<file path="config.mk">
export PLATFORM = sky130hd
export DESIGN_NAME = uart_cmd_rx
export DESIGN_NICKNAME = d
export VERILOG_FILES = /design/src/rtl/uart_cmd_rx.sv
export SDC_FILE = /design/constraint.sdc
export NUM_CORES = 1
export LEC_CHECK = 0
export ABC_AREA = 1
export ABC_CLOCK_PERIOD_IN_PS = 1500
export CAP_MARGIN = 20
export CORE_ASPECT_RATIO = 0.75
export CORE_MARGIN = 4
export CORE_UTILIZATION = 51
export DETAILED_ROUTE_END_ITERATION = 10
export GPL_TIMING_DRIVEN = 0
export PLACE_DENSITY_LB_ADDON = 0.3
export SLEW_MARGIN = 15
export SYNTH_ARGS = -nofsm -noshare
export SYNTH_HDL_FRONTEND = slang
export SYNTH_SLANG_ARGS = --single-unit
</file>
<file path="constraint.sdc">
create_clock -name clk -period 1.5 [get_ports clk]
set_input_delay 0.3 -clock clk [delete_from_list [all_inputs] [get_ports clk]]
set_output_delay 0.3 -clock clk [all_outputs]
set_load 0.05 [all_outputs]
</file>
<file path="src/rtl/uart_cmd_rx.sv">
// uart_cmd_rx: UART receiver (8N1, LSB first) plus a small ASCII command parser.
// A command character followed by CR produces a one-cycle cmd_req pulse that
// triggers the temperature/humidity report.
//
// Ports:
//   clk           system clock, all logic on posedge
//   rst_n         synchronous active-low reset
//   uart_rxd      asynchronous serial input, idle high
//   rx_data       last good byte, held until the next good byte
//   rx_valid      one-cycle strobe, rx_data updated in the same cycle
//   rx_frame_err  one-cycle strobe, stop bit sampled low
//   frame_err_cnt framing-error count, saturates at 255
//   cmd_req       one-cycle pulse one cycle after the rx_valid carrying CR
module uart_cmd_rx #(
  parameter int unsigned CLK_HZ       = 100_000_000,
  parameter int unsigned BIT_RATE     = 256000,
  parameter int unsigned PAYLOAD_BITS = 8,
  parameter logic [7:0]  CMD_CHAR     = 8'h52
) (
  input  logic                    clk,
  input  logic                    rst_n,
  input  logic                    uart_rxd,
  output logic [PAYLOAD_BITS-1:0] rx_data,
  output logic                    rx_valid,
  output logic                    rx_frame_err,
  output logic [7:0]              frame_err_cnt,
  output logic                    cmd_req
);

  localparam int unsigned CPB = CLK_HZ / BIT_RATE;
  localparam int unsigned CW  = $clog2(CPB);
  localparam int unsigned IW  = (PAYLOAD_BITS > 1) ? $clog2(PAYLOAD_BITS) : 1;

  localparam logic [CW-1:0]           CNT_LAST = CW'(CPB - 1);
  localparam logic [CW-1:0]           CNT_HALF = CW'(CPB / 2 - 1);
  localparam logic [IW-1:0]           IDX_LAST = IW'(PAYLOAD_BITS - 1);
  localparam logic [PAYLOAD_BITS-1:0] BYTE_CMD = PAYLOAD_BITS'(CMD_CHAR);
  localparam logic [PAYLOAD_BITS-1:0] BYTE_CR  = PAYLOAD_BITS'(8'h0D);

  typedef enum logic [2:0] {IDLE, START, DATA, STOP, WAIT_HIGH} rx_state_t;
  typedef enum logic {P_IDLE, P_CMD} p_state_t;

  logic                    r_rxd_meta;
  logic                    r_rxd_s;
  rx_state_t               r_state;
  logic [CW-1:0]           r_cnt;
  logic [IW-1:0]           r_idx;
  logic [PAYLOAD_BITS-1:0] r_shift;
  logic [PAYLOAD_BITS-1:0] r_rx_data;
  logic                    r_rx_valid;
  logic                    r_rx_frame_err;
  logic [7:0]              r_err_cnt;
  p_state_t                r_pstate;
  logic                    r_cmd_req;

  assign rx_data       = r_rx_data;
  assign rx_valid      = r_rx_valid;
  assign rx_frame_err  = r_rx_frame_err;
  assign frame_err_cnt = r_err_cnt;
  assign cmd_req       = r_cmd_req;

  // Synchroniser resets to the idle-high line level so reset never fakes a start bit.
  always_ff @(posedge clk) begin
    if (!rst_n) begin
      r_rxd_meta <= 1'b1;
      r_rxd_s    <= 1'b1;
    end else begin
      r_rxd_meta <= uart_rxd;
      r_rxd_s    <= r_rxd_meta;
    end
  end

  always_ff @(posedge clk) begin
    if (!rst_n) begin
      r_state        <= IDLE;
      r_cnt          <= '0;
      r_idx          <= '0;
      r_shift        <= '0;
      r_rx_data      <= '0;
      r_rx_valid     <= 1'b0;
      r_rx_frame_err <= 1'b0;
      r_err_cnt      <= '0;
    end else begin
      r_rx_valid     <= 1'b0;
      r_rx_frame_err <= 1'b0;
      case (r_state)
        IDLE: begin
          r_cnt <= '0;
          r_idx <= '0;
          if (!r_rxd_s) r_state <= START;
        end
        START: begin
          if (r_cnt == CNT_HALF) begin
            r_cnt   <= '0;
            r_state <= r_rxd_s ? IDLE : DATA;
          end else begin
            r_cnt <= r_cnt + 1'b1;
          end
        end
        DATA: begin
          if (r_cnt == CNT_LAST) begin
            r_cnt          <= '0;
            r_shift[r_idx] <= r_rxd_s;
            if (r_idx == IDX_LAST) begin
              r_idx   <= '0;
              r_state <= STOP;
            end else begin
              r_idx <= r_idx + 1'b1;
            end
          end else begin
            r_cnt <= r_cnt + 1'b1;
          end
        end
        STOP: begin
          if (r_cnt == CNT_LAST) begin
            r_cnt <= '0;
            // Leaving at mid-stop lets a following start bit be caught with no idle gap.
            if (r_rxd_s) begin
              r_rx_valid <= 1'b1;
              r_rx_data  <= r_shift;
              r_state    <= IDLE;
            end else begin
              r_rx_frame_err <= 1'b1;
              if (r_err_cnt != 8'hFF) r_err_cnt <= r_err_cnt + 8'd1;
              r_state <= WAIT_HIGH;
            end
          end else begin
            r_cnt <= r_cnt + 1'b1;
          end
        end
        WAIT_HIGH: begin
          r_cnt <= '0;
          if (r_rxd_s) r_state <= IDLE;
        end
        default: r_state <= IDLE;
      endcase
    end
  end

  // Command parser: consumes the registered byte strobes, so cmd_req lands one
  // cycle after the rx_valid that carries CR.
  always_ff @(posedge clk) begin
    if (!rst_n) begin
      r_pstate  <= P_IDLE;
      r_cmd_req <= 1'b0;
    end else begin
      r_cmd_req <= 1'b0;
      if (r_rx_frame_err) begin
        r_pstate <= P_IDLE;
      end else if (r_rx_valid) begin
        case (r_pstate)
          P_IDLE: r_pstate <= (r_rx_data == BYTE_CMD) ? P_CMD : P_IDLE;
          P_CMD: begin
            if (r_rx_data == BYTE_CR) begin
              r_cmd_req <= 1'b1;
              r_pstate  <= P_IDLE;
            end else if (r_rx_data == BYTE_CMD) begin
              r_pstate <= P_CMD;
            end else begin
              r_pstate <= P_IDLE;
            end
          end
          default: r_pstate <= P_IDLE;
        endcase
      end
    end
  end

endmodule

</file>
==> results.md <==
* Clk sink count at 45
* Crit-path max FO at 8
* Max-slew violations at 0
* Hold Path Class: in2reg
* Clk pwr share at 27.8%
* Top post-synthesis cells by area: dfxtp_1, nand2_1, nor2_1, inv_1, nand3_1
* Nets@finish at ~410
* Post-DP Area at 2650 um^2
* CP required at 1.74 ns
* Setup-failing EPs final at 0
* Crit-path max cell delay at between 0.3 and 0.4 ns
* Ys async rst share at 0%
* CTS buffer count at 5
* Die Y-Extent at approximately 67 um
* Io pins at 22
* Comb pwr share at 32.3%
* Core area at about 4500 um^2
* Netlist cell types at 24
* XOR/XNOR Fraction of Synth Area at 0.740%
* Total of warnings raised by yosys at 0
* DR vias at approximately 2400
* Switching Fraction at 37.2%
* Count leader, synth: nand2_1
* Area share of and/or/nand/nor cells after synthesis at 41.7%
* Status: finished clean
* Critical Path Start Type: flop
* P&R area growth vs syn at 23.3%
* Peak supply drop at 802 uV
* Cells after Synth at between 300 and 400
* Share of power burned in registers at between 30% and 40%
* Leakage at 1.24 nW
* Initial antenna violation count at 0
* Pre-antenna DRT Iters at 5
* Drt total wl at 5700 um
* Die width at 86.7 um
* Synth Cell Area at roughly 2400 um^2
* Kind of critical path: reg2reg
* WL/cell at around 12 um
* Max-cap check violation count at 0
* Post-synth EDFFs at 0
* WP data arrival at 1.70 ns
* Tot Pwr at ~3.5 mW
* Minimum clock period after layout at 1.46 ns
* Fin crit share at 97.1%
* Starting Density at a little over half
* I/O Buffers at 20
* Post-synth top area cell: dfxtp_1
* WHS at around 0.42 ns
* Most used DFF post-synth: dfxtp_1
* Mapped Nets at 379
* Worst Path Buf+Inv at 2
* DRC errors left at 0
* Setup TNS at 0 ns
* Syn avg cell area at 6.39 um^2
* Actual slew at the worst max-slew pin at 0.571 ns
* Power density over the cells at 1210 nW/um^2
* H-tree depth at 2
* Routed Antenna Nets at 0
* Worst-path cell chain: inv_2 > nand2_1 > nor2_4 > nand3_4 > nor2_4 > nand2_1 > nand2_1 > inv_1 > nor2_1
* Die area at about 5800 um^2
* Clk root buf: clkbuf_8
* Row count at 21
* Layout Skew at 0.00449 ns
* DP HPWL at 3930 um
* Critical path endpoint category: flop
* Reg clk slew, reported paths at 0.09 ns
* Final non-filler cell area at 2920 um^2
* Initial drt markers at 184
* Share of layout cells above drive strength 1 at 19.3%
* Max transition margin at between 60 and 70%
* F_max at around 690 MHz
* Hold Vio Cnt, Final at 0
* Switch Pwr at 1.31 mW
* ANT cells at 0
* First-pass GRT wire length at 9180 um
* Vias in the first global route at 1993
* Grt ovf at 0
* Yosys reg bits at 45
* Proportion of synthesized area in mux cells at 0%
* Cell-internal power at ~2.2 mW
* Placer Congestion at 0.881
* Clk_lat worst skew at 0.30 ns
* Slowest-stage cell, CP: dfxtp_2
* Commonest cells in the netlist: nand2_1, nor2_1, inv_1
* Synth Area in Compound Gates at 6.61%
* Sequential-to-total area share from yosys stat at 38.1%
* Largest net degree at the start of global routing at 15
* Cell family with most CP delay: simple AND/OR/NAND/NOR gates
* Largest family of logic cells by synthesized area: simple AND/OR/NAND/NOR gates
* Vias per cell at 5.21
* Global Route Usage Sum at 20.2%
* Yosys top cell area share at 38.1%
* Critical path's most frequent cell: nand2_1
* Bufs on Longest Clock Path at 2
* Adder-cell area share of the yosys netlist at 3.17%
* CTS tree: built
* RSZ-0062 raised after global routing: yes
state kept, by name, indices dropped and copies added (netlist names):
name,cells
rx_valid,1
frame_err_cnt,8
r_rxd_s,1
cmd_req,1
rx_frame_err,1
r_shift,8
r_idx,3
r_pstate,1
r_rxd_meta,1
rx_data,8
r_cnt,9
r_state,3
logic make-up after synthesis:
logic type | after synthesis
AO/OA/AOI/OAI | 30
buffers and inverters | 61
flip-flops | 45
AND/OR/NAND/NOR | 226
adder cells (fa/ha/maj) | 6
XOR/XNOR | 2
through the flow:
step,setup slack [ns],utilization (%),cells
finish,0.0429,65.3,461
global route,-0.0911,65.3,461
CTS,0.000538,63.5,459
detailed placement,-0.189,59.3,447
global placement,-0.174,59.3,447
floorplan,0.0431,-,370
power groups by stage:
| stage | clock (mW) | combinational (mW) | sequential, mW |
|---|---|---|---|
| finish | 0.978 | 1.14 | 1.41 |
| global route | 1.03 | 1.31 | 1.42 |
| CTS | 1.00 | 0.963 | 1.38 |
| detailed placement | 0 | 0.918 | 1.40 |
| global placement | 0 | 0.894 | 1.40 |
| floorplan | 0 | 0.735 | 1.38 |
what timing repair did:
item	4_1_cts	5_1_grt
setup endpoints to repair	57	46
hold buffers	0	0
pin swaps	5	12
gates resized for setup	55	42
gates cloned	0	0
buffers inserted	4	2
tightest hold or removal path: stages:
cell and delay, ns:
clkbuf_1 0.22, nand2_1 0.13, a21oi_1 0.03
layout make-up:
type / instances / area [um^2]
Fill cell: 395 / 1550
Multi-Input combinational cell: 264 / 1340
Sequential cell: 45 / 925
Timing Repair Buffer: 26 / 234
Inverter: 56 / 210
Clock buffer: 6 / 82.6
Tap cell: 57 / 71.3
Clock inverter: 2 / 36.3
Buffer: 5 / 20.0
cell usage in the layout (no fill, tap or decap), types with 10 or more instances in the layout:
master            n
clkdlybuf4s15_2  10
a21oi_1          13
nand2_1          97
inv_1            49
nor2_1           60
nand3_1          26
dfxtp_1          34
worst paths after layout:
path	start	endpoint	slack (ns)	cells after the start
hold / removal	rst_n	r_cnt[7]$_SDFFE_PN0P_	0.42	3
setup / recovery	r_state[2]$_SDFFE_PN0P_	r_shift[7]$_SDFFE_PN0P_	0.04	9
hold reg to reg	r_rxd_meta$_SDFF_PN1_	r_rxd_s$_SDFF_PN1_	0.42	1
setup reg to reg	r_state[2]$_SDFFE_PN0P_	r_shift[7]$_SDFFE_PN0P_	0.04	9
layer usage:
| layer | GRT usage (%) | wire length [um] | part of all wire [%] |
|---|---|---|---|
| met4 | 6.81 | 91 | 1.6 |
| met2 | 29.9 | 2450 | 43 |
| met1 | 28.8 | 2810 | 49 |
| met3 | 4.33 | 347 | 6.1 |
| met5 | 0 | 0 | 0 |
(Power assumes the default switching activity.)
==> patch 1: new RTL, same flow settings <==
The parameter `PAYLOAD_BITS` goes from 8 to 16.
--- a/src/rtl/uart_cmd_rx.sv
+++ b/src/rtl/uart_cmd_rx.sv
@@ -15,5 +15,5 @@
   parameter int unsigned CLK_HZ       = 100_000_000,
   parameter int unsigned BIT_RATE     = 256000,
-  parameter int unsigned PAYLOAD_BITS = 8,
+  parameter int unsigned PAYLOAD_BITS = 16,
   parameter logic [7:0]  CMD_CHAR     = 8'h52
 ) (
Ports: changed (resized rx_data); port bits go from 22 to 30. No check against the original RTL was run, so the function may have changed too.
==> patch 1 against the unedited design <==
The flow now finishes with violations (negative setup slack). Worst setup slack got worse by 85 ps. Synthesized area increased by 34%. Sequential cell count increased by 17. Cell area increased by 40%. Total power increased by 30%. Wire length increased by 41%. Cell count increased by 31%. Clock skew increased by 5.1 ps. Highest routed layer unchanged.
==> patch 1: results (changes against the unedited design) <==
Worst setup path
  – Family with the most delay on the worst path: simple AND/OR/NAND/NOR gates
  – Crit Path Max Fanout: 5 (-3)
  – Crit-path max cell delay: 330 ps (-40 ps)
  – Worst flop-to-flop path endpoint: rx_data[6]
  – Worst Path Arrival: 1820 ps (+120 ps)
  – CP Capture Point: rx_data[6]
  – Critical path launch point: r_cnt[1]

Yosys
  – Commonest cells in the netlist: nor2_1, nand2_1, dfxtp_1, inv_1, nand3_1
  – Syn Area/Cell: 6.73 um2 (+5.3%)
  – Area contributors post-synth: dfxtp_1, nor2_1, nand2_1, inv_1, nand4_1
  – Synth unique cells: 31 (+29%)
  – Share of the yosys chip area belonging to registers: 0.391 (+0.00980)

Final layout
  – NumNets Final: 532 (+29%)
  – Layout cell share with drive strength beyond 1: 0.247 (+0.0541)
  – N_diodes: 0 (unchanged)
  – FILL cells: 470 (+19%)

Global routing
  – Vias in the first global route: 2978 (+49%)
  – First-pass GRT wire length: 13.5 mm (+47%)
  – Largest net degree at the start of global routing: 18 (+3)
  – Tot GR Track Use: 0.220 (+0.0182)

Route
  – DR vias: 3186 (+33%)
  – Vias/cell: 5.27 (+1.2%)
  – Detailed router's first-iteration violation count: 200 (+8.7%)
  – Final WL: 8.05 mm (+41%)

Place
  – Number of instances in the placed design: 578 (+29%)
  – DP Area: 3570 um2 (+35%)
  – HPWL Detailed: 5.39 mm (+37%)
  – GPL Wtd Cong: 0.890 (+0.99%)
  – Input/output buffers: 28 (+40%)
  – Pre-CTS setup slack: -210 ps (-21.6 ps)

Power and ir drop
  – Lkg Pwr: 0.00174 uW (+40%)
  – VDD IR max: 726 uV (-9.5%)
  – Sw frac: 0.345 (-0.0271)

Timing
  – Layout Skew: 9.63 ps (+5.13 ps)
  – Worst-margin pin slew: 616 ps (+45.8 ps)
  – Final critical-path setup slack: -42.2 ps (-85.1 ps)
  – Final setup fails: 3 (+3)
  – Worst Hold Slack: 398 ps (-20.7 ps)
  – TNS Setup: -60.5 ps (-60.5 ps)

Clock network
  – Num CTS Buffers: 9 (+4)
  – CTS H-Tree Depth: 3 (+1)
  – Clock slew at reported path FFs: 70 ps (-20 ps)
  – Clock Latency Late Sink: 350 ps (+50 ps)

Run status
  – Failing checks: negative setup slack
  – Status: complete, but fails checks

Min path
  – Min-Delay Endpoint: cmd_req
[patch 1: final cells by class]
cell class	count	area (um2)	share of cell area
multi-input combinational	347	1840	0.451
sequential	62	1270	0.311
timing repair buffer	39	397	0.0974
inverter	50	190	0.0467
clock buffer	13	170	0.0418
tap	78	97.6	0.0240
buffer	12	71.3	0.0175
clock inverter	3	40.0	0.00983
[patch 1: routing by layer]
| metal | vias up | share of wire | GRT usage |
|---|---|---|---|
| met4 | 0 | 0.013 | 0.0873 |
| met5 | - | 0 | 0 |
| met2 | 93 | 0.46 | 0.351 |
| li1 | 1601 | - | - |
| met3 | 14 | 0.061 | 0.0595 |
| met1 | 1478 | 0.46 | 0.281 |
[patch 1: timing repair]
| item | 4_1_cts | 5_1_grt |
|---|---|---|
| endpoints found under the hold margin | 0 | 0 |
| pin swaps | 15 | 26 |
| hold buffers | 0 | 0 |
| endpoints found under the setup margin | 77 | 57 |
| gates resized for setup | 114 | 36 |
| setup buffers | 9 | 1 |
| gates cloned | 1 | 0 |
[patch 1: power groups by stage]
stage          clock network (uW)  logic (uW)  registers [uW]
2_1_floorplan                   0         758            1810
3_3_place_gp                    0         916            1830
3_5_place_dp                    0         938            1830
4_1_cts                      1600        1040            1810
5_1_grt                      1670        1290            1840
6_report                     1570        1170            1830
[patch 1: worst reg2reg max path: stages (launching register included)]
cell and delay, ps:
dfxtp_2 330, inv_2 70, ha_4 170, nand2_4 60, nor2_4 120, nand2_4 90, nor3_4 240, buf_6 180
o21ai_2 50, nor2_1 160
[patch 1: cells by family after synthesis]
kind of cell	share of synthesized area
AOI/OAI and AO/OA	0.0622
adders and majority gates	0.0315
and+or+nand+nor	0.426
DFF	0.391
xor gates and xnor gates	0.00827
buffers and inverters	0.0815
==> patch 2: new RTL, same settings <==
Without the edit above. Re-encode `rx_state_t` (5 states) as one-hot, 5 bits wide.
--- a/src/rtl/uart_cmd_rx.sv
+++ b/src/rtl/uart_cmd_rx.sv
@@ -38,5 +38,5 @@
   localparam logic [PAYLOAD_BITS-1:0] BYTE_CR  = PAYLOAD_BITS'(8'h0D);
 
-  typedef enum logic [2:0] {IDLE, START, DATA, STOP, WAIT_HIGH} rx_state_t;
+  typedef enum logic [4:0] {IDLE = 5'b00001, START = 5'b00010, DATA = 5'b00100, STOP = 5'b01000, WAIT_HIGH = 5'b10000} rx_state_t;
   typedef enum logic {P_IDLE, P_CMD} p_state_t;
 
Formal check against the unedited RTL: same outputs for any inputs over 10 cycles, from zero or initial values and one cycle with rst_n low; not proved beyond that.
==> patch 2 against the unedited design <==
The flow now finishes with violations (negative setup slack). Synthesized area is 3.4% higher. Wire length is 8.1% higher. Sequential share of layout area is 1.1 points lower. Worst setup slack worse by 100 ps. Sequential cell count is 2 higher. Cell area is 7.7% higher. Die area is 3.1% higher. Total power is 14% higher. Worst hold slack better by 12 ps. Largest power group is now combinational logic.
==> patch 2: results (changes against the unedited design) <==
Route
  – Detailed router's first-iteration violation count: 261 (+42%)
  – WL met2: 2.66 mm (+8.3%)
  – Final WL: 6.16 mm (+8.1%)
  – Met1 WL: 2.98 mm (+6.0%)
  – Vias/cell: 5.39 (+3.4%)
  – WL met3: 436 um (+26%)

Yosys
  – Syn Nets: 364 (-4.0%)
  – Synth unique cells: 28 (+17%)
  – Syn Area/Cell: 6.89 um2 (+7.8%)
  – Commonest cells in the netlist: nand2_1, dfxtp_1, inv_1, nor2_1, a21oi_1
  – Share of the yosys chip area belonging to registers: 0.384 (+0.00371)
  – Area contributors post-synth: dfxtp_1, nand2_1, inv_1, nor2_1, a21oi_1

Global routing
  – Initial antenna violation count: 0 (unchanged)
  – Largest net degree at the start of global routing: 16 (+1)
  – Tot GR Track Use: 0.211 (+0.00987)
  – First-pass GRT wire length: 10.0 mm (+9.0%)
  – Vias in the first global route: 2106 (+5.7%)

Place
  – Input/output buffers: 21 (+5.0%)
  – Number of instances in the placed design: 433 (-3.1%)
  – GPL Wtd Cong: 0.858 (-2.6%)
  – HPWL Detailed: 3.95 mm (+0.38%)
  – DP Area: 2740 um2 (+3.4%)
  – Pre-CTS setup slack: -310 ps (-121 ps)

Run status
  – Status: complete, but fails checks
  – Failing checks: negative setup slack

Timing
  – Rel. slew slack: 0.635 (+0.0156)
  – TNS Setup: -581 ps (-581 ps)
  – Final critical-path setup slack: -58.3 ps (-101 ps)
  – Layout Skew: 9.61 ps (+5.12 ps)
  – Final setup fails: 24 (+24)

Final layout
  – Multi-input gate share of the layout cell area: 0.466 (+0.00714)
  – Inverters: 48 (-14%)
  – Buffering overhead: 0.115 (+0.0281)
  – Non-CTS buffers: 42 (+35%)
  – Finished Layout Cells: 456 (-1.1%)
  – Layout cell share with drive strength beyond 1: 0.261 (+0.0676)
  – Clock buffers: 6 (unchanged)
  – Register Area: 960 um2 (+3.8%)
  – NumNets Final: 407 (-1.2%)
  – #MultiIn Comb: 254 (-3.8%)
  – Clock buf/inv share: 0.0311 (-0.00968)
  – FILL cells: 374 (-5.3%)

Worst setup path
  – Crit Path Max Fanout: 5 (-3)
  – Crit-path max cell delay: 340 ps (-30 ps)
  – Worst Path Arrival: 1740 ps (+40 ps)

Min path
  – Worst hold path class: reg2reg

Power and ir drop
  – PwrDens: 1280 nW/um2 (+6.2%)
  – Lkg Pwr: 0.00135 uW (+9.0%)
  – VDD IR max: 908 uV (+13%)

Clock network
  – CTS Sinks: 47 (+4.4%)
[patch 2: cell types whose count changed in the layout (fill, tap and decap cells not counted), sizes merged, moves of 3 or more]
cell	before	now
nor2	72	50
nand2	102	84
a21oi	15	30
buf	7	16
inv	57	48
o21ai	14	22
nand4	7	13
clkbuf	15	19
nor3	8	4
xor2	2	6
nor4	1	4
[patch 2: where the power goes]
part           total [uW]  internal (uW)  switching [uW]  leakage [uW]
Sequential           1460           1350             111      0.000385
Combinational        1730            621            1110      0.000915
Clock                 836            378             458     0.0000517
[patch 2: path summary, 6_finish.rpt]
path	start	endpoint	slack, ps	depth (start not counted)
worst max-delay path	r_cnt[1]	r_shift[0]	-60	11
worst min-delay path	r_rxd_meta	r_rxd_s	430	1
worst max register to register	r_cnt[1]	r_shift[0]	-60	11
worst min register to register	r_rxd_meta	r_rxd_s	430	1
[patch 2: timing repair]
item                                    in CTS  in global routing
cloned                                       3                  0
pin swaps                                   17                 18
endpoints found under the setup margin      59                 53
resized for setup                           72                 43
buffers inserted                            10                  2
[patch 2: kinds of logic (layout without fill, tap and decap cells)]
logic type | Yosys count | in the layout | share of synthesized area
AO/OA/AOI/OAI | 52 | 52 | 0.111
XOR/XNOR | 7 | 7 | 0.0251
adder cells (fa/ha/maj) | 6 | 6 | 0.0307
buffers and inverters | 56 | 98 | 0.0936
flip-flops | 47 | 47 | 0.384
AND/OR/NAND/NOR | 187 | 189 | 0.355
[patch 2: layer usage]
| metal | GRT usage | up-vias |
|---|---|---|
| li1 | - | 1237 |
| met1 | 0.321 | 1113 |
| met2 | 0.302 | 97 |
| met3 | 0.0385 | 11 |
| met4 | 0.0594 | 0 |
| met5 | 0 | - |
